==> src/rtl/multicycle_riscv_pkg.sv <==
// Shared constants for the multicycle RV32 core: opcodes, ALU op codes, FSM states.
package riscv_pkg;

  localparam logic [6:0] OP_LUI = 7'b0110111;
  localparam logic [6:0] OP_R   = 7'b0110011;
  localparam logic [6:0] OP_I   = 7'b0010011;
  localparam logic [6:0] OP_LW  = 7'b0000011;
  localparam logic [6:0] OP_SW  = 7'b0100011;
  localparam logic [6:0] OP_BR  = 7'b1100011;
  localparam logic [6:0] OP_JAL = 7'b1101111;

  // {funct7[5], funct3} so R-type and shift-immediate fields map straight through
  localparam logic [3:0] ALU_ADD  = 4'b0000;
  localparam logic [3:0] ALU_SLL  = 4'b0001;
  localparam logic [3:0] ALU_SLT  = 4'b0010;
  localparam logic [3:0] ALU_SLTU = 4'b0011;
  localparam logic [3:0] ALU_XOR  = 4'b0100;
  localparam logic [3:0] ALU_SRL  = 4'b0101;
  localparam logic [3:0] ALU_OR   = 4'b0110;
  localparam logic [3:0] ALU_AND  = 4'b0111;
  localparam logic [3:0] ALU_SUB  = 4'b1000;
  localparam logic [3:0] ALU_SRA  = 4'b1101;

  typedef enum logic [2:0] {
    S_FETCH, S_DECODE, S_EXEC, S_MEM, S_WB, S_TRAP
  } state_t;

  typedef struct packed {
    logic        we;
    logic [4:0]  addr;
    logic [31:0] data;
  } rf_wr_t;

endpackage

==> src/rtl/multicycle_riscv_alu.sv <==
// Combinational 32-bit ALU for the multicycle core.
module mc_alu
  import riscv_pkg::*;
(
  input  logic [31:0] a,
  input  logic [31:0] b,
  input  logic [3:0]  op,
  output logic [31:0] y,
  output logic        zero
);

  always_comb begin
    y = a + b;
    case (op)
      ALU_ADD:  y = a + b;
      ALU_SUB:  y = a - b;
      ALU_SLL:  y = a << b[4:0];
      ALU_SLT:  y = {31'b0, $signed(a) < $signed(b)};
      ALU_SLTU: y = {31'b0, a < b};
      ALU_XOR:  y = a ^ b;
      ALU_SRL:  y = a >> b[4:0];
      ALU_SRA:  y = $unsigned($signed(a) >>> b[4:0]);
      ALU_OR:   y = a | b;
      ALU_AND:  y = a & b;
      default:  y = a + b;
    endcase
  end

  assign zero = (y == 32'd0);

endmodule

==> src/rtl/multicycle_riscv.sv <==
// Multicycle RV32I/E core with a single shared req/ready memory port.
// Define MULTICYCLE_RISCV_PERF_EN to build the cycle / retired-instruction counters.
module multicycle_riscv
  import riscv_pkg::*;
#(
  parameter logic [31:0] RESET_PC = 32'h0000_0000,
  parameter int          NREGS    = 32
) (
  input  logic        clk,
  input  logic        reset,
  output logic        mem_req,
  output logic        mem_we,
  output logic [31:0] mem_addr,
  output logic [31:0] mem_wdata,
  input  logic [31:0] mem_rdata,
  input  logic        mem_ready,
  output logic        halted,
  output logic [31:0] perf_cycles,
  output logic [31:0] perf_instret
);

  localparam int RW = (NREGS > 1) ? $clog2(NREGS) : 1;

  state_t      state, state_nx;
  logic [31:0] pc, ir, a_q, b_q, alu_out, mdr;
  logic [31:0] rf [NREGS];
  rf_wr_t      rf_wr;

  logic [6:0]  opcode, f7;
  logic [4:0]  rd, rs1, rs2;
  logic [2:0]  f3;
  logic [31:0] imm_i, imm_s, imm_b, imm_j, imm_u;
  logic [31:0] rs1_val, rs2_val, alu_b, alu_y, pc_plus4;
  logic [3:0]  alu_op;
  logic        alu_zero, illegal, taken, mem_done;

  assign opcode = ir[6:0];
  assign rd     = ir[11:7];
  assign f3     = ir[14:12];
  assign rs1    = ir[19:15];
  assign rs2    = ir[24:20];
  assign f7     = ir[31:25];

  assign imm_i = {{20{ir[31]}}, ir[31:20]};
  assign imm_s = {{20{ir[31]}}, ir[31:25], ir[11:7]};
  assign imm_b = {{19{ir[31]}}, ir[31], ir[7], ir[30:25], ir[11:8], 1'b0};
  assign imm_j = {{11{ir[31]}}, ir[31], ir[19:12], ir[20], ir[30:21], 1'b0};
  assign imm_u = {ir[31:12], 12'b0};

  function automatic logic reg_bad(input logic [4:0] r);
    return int'({27'b0, r}) >= NREGS;
  endfunction

  // out-of-range indices trap in DECODE; the zero here only keeps the read in bounds
  assign rs1_val = (rs1 == 5'd0 || reg_bad(rs1)) ? 32'd0 : rf[rs1[RW-1:0]];
  assign rs2_val = (rs2 == 5'd0 || reg_bad(rs2)) ? 32'd0 : rf[rs2[RW-1:0]];

  always_comb begin
    illegal = 1'b0;
    case (opcode)
      OP_LUI, OP_JAL: illegal = reg_bad(rd);
      OP_R: illegal = !(f7 == 7'b0 || (f7 == 7'b0100000 && (f3 == 3'b000 || f3 == 3'b101)))
                      || reg_bad(rd) || reg_bad(rs1) || reg_bad(rs2);
      OP_I: illegal = (f3 == 3'b001 && f7 != 7'b0)
                      || (f3 == 3'b101 && f7 != 7'b0 && f7 != 7'b0100000)
                      || reg_bad(rd) || reg_bad(rs1);
      OP_LW: illegal = (f3 != 3'b010) || reg_bad(rd) || reg_bad(rs1);
      OP_SW: illegal = (f3 != 3'b010) || reg_bad(rs1) || reg_bad(rs2);
      OP_BR: illegal = (f3 != 3'b000 && f3 != 3'b001) || reg_bad(rs1) || reg_bad(rs2);
      default: illegal = 1'b1;
    endcase
  end

  always_comb begin
    alu_b  = b_q;
    alu_op = ALU_ADD;
    case (opcode)
      OP_R:  alu_op = {f7[5], f3};
      OP_I: begin
        alu_b  = imm_i;
        alu_op = (f3 == 3'b001 || f3 == 3'b101) ? {f7[5], f3} : {1'b0, f3};
      end
      OP_LW: alu_b = imm_i;
      OP_SW: alu_b = imm_s;
      OP_BR: alu_op = ALU_SUB;
      default: alu_op = ALU_ADD;
    endcase
  end

  mc_alu u_alu (.a(a_q), .b(alu_b), .op(alu_op), .y(alu_y), .zero(alu_zero));

  assign pc_plus4 = pc + 32'd4;
  assign taken    = (f3 == 3'b000) ? alu_zero : !alu_zero;
  assign mem_done = mem_req && mem_ready;

  always_ff @(posedge clk or posedge reset) begin
    if (reset) state <= S_FETCH;
    else       state <= state_nx;
  end

  always_comb begin
    state_nx = state;
    case (state)
      S_FETCH:  if (pc[1:0] != 2'b0) state_nx = S_TRAP;
                else if (mem_ready) state_nx = S_DECODE;
      S_DECODE: state_nx = illegal ? S_TRAP : S_EXEC;
      S_EXEC: begin
        if (opcode == OP_LW || opcode == OP_SW)     state_nx = S_MEM;
        else if (opcode == OP_R || opcode == OP_I)  state_nx = S_WB;
        else                                        state_nx = S_FETCH;
      end
      S_MEM:    if (alu_out[1:0] != 2'b0) state_nx = S_TRAP;
                else if (mem_ready) state_nx = (opcode == OP_LW) ? S_WB : S_FETCH;
      S_WB:     state_nx = S_FETCH;
      S_TRAP:   state_nx = S_TRAP;
      default:  state_nx = S_FETCH;
    endcase
  end

  // memory port depends only on registered state, so it holds steady across waits
  always_comb begin
    mem_req   = 1'b0;
    mem_we    = 1'b0;
    mem_addr  = pc;
    mem_wdata = 32'd0;
    halted    = 1'b0;
    case (state)
      S_FETCH: mem_req = (pc[1:0] == 2'b0);
      S_MEM: begin
        mem_req   = (alu_out[1:0] == 2'b0);
        mem_addr  = alu_out;
        mem_we    = (opcode == OP_SW);
        mem_wdata = b_q;
      end
      S_TRAP:  halted = 1'b1;
      default: mem_req = 1'b0;
    endcase
  end

  always_comb begin
    rf_wr = '{we: 1'b0, addr: rd, data: 32'd0};
    if (state == S_EXEC && opcode == OP_JAL) rf_wr = '{we: 1'b1, addr: rd, data: pc_plus4};
    if (state == S_EXEC && opcode == OP_LUI) rf_wr = '{we: 1'b1, addr: rd, data: imm_u};
    if (state == S_WB) rf_wr = '{we: 1'b1, addr: rd, data: (opcode == OP_LW) ? mdr : alu_out};
  end

  always_ff @(posedge clk or posedge reset) begin
    if (reset) begin
      for (int i = 0; i < NREGS; i++) rf[i] <= 32'd0;
    end else if (rf_wr.we && rf_wr.addr != 5'd0) begin
      rf[rf_wr.addr[RW-1:0]] <= rf_wr.data;
    end
  end

  always_ff @(posedge clk or posedge reset) begin
    if (reset) begin
      pc      <= RESET_PC;
      ir      <= 32'd0;
      a_q     <= 32'd0;
      b_q     <= 32'd0;
      alu_out <= 32'd0;
      mdr     <= 32'd0;
    end else begin
      case (state)
        S_FETCH:  if (mem_done) ir <= mem_rdata;
        S_DECODE: begin
          a_q <= rs1_val;
          b_q <= rs2_val;
        end
        S_EXEC: begin
          case (opcode)
            OP_LW, OP_SW, OP_R, OP_I: alu_out <= alu_y;
            OP_BR:   pc <= taken ? pc + imm_b : pc_plus4;
            OP_JAL:  pc <= pc + imm_j;
            OP_LUI:  pc <= pc_plus4;
            default: pc <= pc;
          endcase
        end
        S_MEM: begin
          if (mem_done && opcode == OP_LW) mdr <= mem_rdata;
          if (mem_done && opcode == OP_SW) pc <= pc_plus4;
        end
        S_WB:    pc <= pc_plus4;
        default: pc <= pc;
      endcase
    end
  end

`ifdef MULTICYCLE_RISCV_PERF_EN
  logic [31:0] cyc_q, ret_q;

  always_ff @(posedge clk or posedge reset) begin
    if (reset) begin
      cyc_q <= 32'd0;
      ret_q <= 32'd0;
    end else begin
      if (state != S_TRAP) cyc_q <= cyc_q + 32'd1;
      if ((state == S_EXEC || state == S_MEM || state == S_WB) && state_nx == S_FETCH)
        ret_q <= ret_q + 32'd1;
    end
  end

  assign perf_cycles  = cyc_q;
  assign perf_instret = ret_q;
`else
  assign perf_cycles  = 32'h0;
  assign perf_instret = 32'h0;
`endif

endmodule

==> config.mk <==
export PLATFORM = sky130hd
export DESIGN_NAME = multicycle_riscv
export DESIGN_NICKNAME = d
export VERILOG_FILES = /design/src/rtl/multicycle_riscv_pkg.sv /design/src/rtl/multicycle_riscv_alu.sv /design/src/rtl/multicycle_riscv.sv
export SDC_FILE = /design/constraint.sdc
export NUM_CORES = 2
export LEC_CHECK = 0
export BUFFER_PORTS_ARGS = -buffer_cell sky130_fd_sc_hd__buf_4
export CAP_MARGIN = 5
export CORE_MARGIN = 3
export CORE_UTILIZATION = 25
export DETAILED_ROUTE_END_ITERATION = 7
export PLACE_DENSITY_LB_ADDON = 0.3
export RECOVER_POWER = 25
export SYNTH_ARGS = -nofsm -noshare
export SYNTH_HDL_FRONTEND = slang
export SYNTH_SLANG_ARGS = --single-unit
export TNS_END_PERCENT = 100
==> constraint.sdc <==
create_clock -name clk -period 124.1 [get_ports clk]
set_clock_uncertainty 0.1 [all_clocks]
set_input_delay 24.82 -clock clk [delete_from_list [all_inputs] [get_ports clk]]
set_output_delay 24.82 -clock clk [all_outputs]
set_load 0.01 [all_outputs]
==> results_dict.tcl <==
set metrics [dict create \
    comb_power_share 0.515 \
    cts.htree.levels 4 \
    wl_per_cell_um 29.4 \
    wl_met2_mm 152 \
    critPathTopFamily "buffers and inverters" \
    crit_type "primary input to asynchronous set/reset pin" \
    path_max_fanout 162 \
    cts_max_path_buffers 4 \
    cts_made_buffers 144 \
    drcViolationCount 0 \
    clkTransAtPathRegs_ns 0.06 \
    syn_avg_cell_area_um2 9.90 \
    yosysWarnings 0 \
    ys_seq_area_frac 0.404 \
    dp_slack_ns 92.91 \
    layout_common_cells "nand2_1 (1,424), dfrtp_1 (1,209), o21ai_0 (1,187)" \
    period_minus_slack_ns 30.00 \
    end_kind "asynchronous set/reset pin" \
    cp_slowest_cell "buf_4" \
    start_util 0.251 \
    p_switching_mw 0.909 \
    initialDrtViolationCount 6984 \
    synth.cell_area_um2 75400 \
    cap_viol_max_count 25 \
    synth_edf_count 0 \
    cts_num_sinks 1218 \
    post_cts_resize_count 0 \
    setup_violations 0 \
    grt_setup_unrepaired "false" \
    nNetsFinal 7519 \
    overflow 0 \
    clk_latency_ns 0.82 \
    finalHoldViolations 0 \
    fin_crit_sh 0.242 \
    crit_chain "buf_4 > inv_8 > buf_12 > buf_4 > buf_4 > buf_4 > buf_4 > buf_4" \
    p_per_area_nw_per_um2 22.4 \
    worst_pin_slew_ns 8.01 \
    io_pins 166 \
    wl_met1_mm 139 \
    grt_use_total 0.212 \
    crit_path_start_kind "primary input" \
    mostFrequentLayoutCell "nand2_1" \
    leakagePower_nw 34.0 \
    syn2layout_area_growth_pct 12.4 \
    die_width_um 555 \
    hpwl_mm 227 \
    ys.flop_type "dfrtp_1" \
    grt_pass1_vias 63000 \
    ant_nets 0 \
    yosysUniqueCellTypes 105 \
    p_int_mw 0.988 \
    clockRootBuffer "clkbuf_16" \
    fin_ws_ns 94.10 \
    antenna_found_initial 15 \
    finalWeightedCongestion 1.01 \
    seqPwrFrac 0.261 \
    cts_hold_buffers 0 \
    topRoutingLayerUsed "met5" \
    drive_gt1_frac 0.188 \
    ys_ff_latch 1218 \
    max_stage_delay_ns 0.89 \
    drt_wl_total_mm 334 \
    relSlewSlack -4.34 \
    die_area_um2 308000 \
    worstPathRequired_ns 124.79 \
    die_h_um 555 \
    cts_tree "done" \
    critPathMostFrequentCell "buf_4" \
    rrSetupSlack_ns 110.54 \
    synthCells 7617 \
    fp.coreArea_um2 300000 \
    failed_checks "max-capacitance violations, max-slew violations" \
    async_flop_share 1.00 \
    drtPass1Iterations 8 \
    dr_total_vias 64000 \
    status "finished with violations" \
    critical_path_arrival_ns 30.69 \
    finalSetupTns_ns 0 \
    worstHoldPathType "flip-flop to flip-flop" \
    via_per_inst 5.62 \
    p_clk_frac 0.224 \
    cts_setup_buffers 0 \
    core.rowCount 201 \
    fmax_mhz 33.3 \
    path_buf_inv 8 \
    grt_pass1_wl_mm 479 \
    io_buffers 101 \
    netSwitchingFraction 0.479 \
    wl_met3_mm 26.5 \
    ir_worst_vdd_mv 0.0155 \
    slew_violations 1366 \
    grt_max_degree 163 \
    post-route-util 0.283 \
]
-- worst register-to-register path: stages, from the launching register on --
cell	delay [ns]
dfrtp_1	2.00
clkbuf_1	5.66
clkbuf_1	2.32
buf_4	0.91
buf_12	0.68
mux4_2	0.71
mux4_2	0.48
a21oi_1	0.36
o22ai_1	0.11
-- power by group through the flow --
stage | Sequential, mW | Clock [mW] | Combinational [mW]
final | 0.495 | 0.425 | 0.977
after global routing | 0.498 | 0.449 | 1.02
after CTS | 0.494 | 0.434 | 0.958
after detailed placement | 0.501 | 0 | 0.955
after global placement | 0.498 | 0 | 0.961
after floorplan | 0.457 | 0 | 0.609
-- per-layer routing --
metal,up-vias,global-route usage
li1,27300,-
met1,32900,0.282
met2,3112,0.334
met3,729,0.0376
met4,8,0.0984
met5,-,0
-- final timing paths --
kind	end	startpoint	cells after the start
worst max-delay path	rf[947]	reset	8
max in group clk	mem_we	ir[6]	4
worst min register to register	rf[1017]	rf[1017]	0
worst max register to register	a_q[30]	ir[15]	8
min in group asynchronous	rf[169]	reset	2
worst min-delay path	rf[1017]	rf[1017]	0
-- stage by stage --
stage	cell area [um^2]	hold slack, ns	std cells	total power [mW]
after global routing	84800	0.307	11400	1.97
after global placement	80500	0.276	11200	1.46
after detailed placement	80500	0.283	11200	1.46
after floorplan	75700	0.341	7680	1.07
final	84800	0.293	11400	1.90
after CTS	85000	0.296	11400	1.89
-- synth_stat cells, types with 27 or more instances --
| library cell | instances | area, um^2 |
|---|---|---|
| nand2_1 | 1443 | 5420 |
| dfrtp_1 | 1218 | 30500 |
| o21ai_0 | 1187 | 5940 |
| clkbuf_1 | 593 | 2230 |
| mux4_2 | 587 | 13200 |
| nor2_1 | 251 | 942 |
| a21oi_1 | 248 | 1240 |
| mux2_2 | 189 | 2130 |
| nand3_1 | 159 | 796 |
| ha_1 | 134 | 1680 |
| inv_1 | 126 | 473 |
| o22ai_1 | 98 | 613 |
| nor3_1 | 94 | 470 |
| buf_1 | 85 | 319 |
| a221oi_1 | 73 | 639 |
| buf_4 | 71 | 533 |
| nor2b_1 | 64 | 400 |
| xnor2_1 | 59 | 517 |
| a21o_1 | 56 | 420 |
| mux2i_1 | 53 | 531 |
| o211ai_1 | 52 | 390 |
| o31ai_1 | 52 | 390 |
| and2_1 | 49 | 307 |
| a31oi_1 | 43 | 269 |
| o32ai_1 | 39 | 342 |
| nor4_1 | 37 | 231 |
| o21bai_1 | 35 | 263 |
| nand4_1 | 32 | 200 |
| buf_2 | 31 | 155 |
| and3_1 | 28 | 175 |
| a2111oi_0 | 27 | 236 |
-- area by class of cell --
type	count	area, um^2
diodes	6	15.0
clock buffers	193	4010
clock inverters	38	528
fillers	31300	215000
inverters	131	502
multi-input cells	5548	42000
flip-flops and latches	1218	30500
well taps	3958	4950
repair buffers	304	2260
-- registers in the layout, indices dropped and copies added (netlist names) --
name / flops
a_q: 32
alu_out: 32
b_q: 32
ir: 32
mdr: 32
pc: 31
rf: 1024
state: 3
-- logic make-up (layout without fill, tap and decap cells) --
kind of cell | count (synthesis) | count (layout) | synth area share
and+or+nand+nor | 2256 | 2256 | 0.128
adders and majority gates | 137 | 137 | 0.0230
DFF | 1218 | 1218 | 0.404
muxes | 829 | 829 | 0.211
other | 1 | 70 | 0.0000497
buffers and inverters | 914 | 666 | 0.0499
xor gates and xnor gates | 83 | 83 | 0.00974
AOI/OAI and AO/OA | 2179 | 2179 | 0.175
Note: power is estimated with default switching activity, not from simulation.
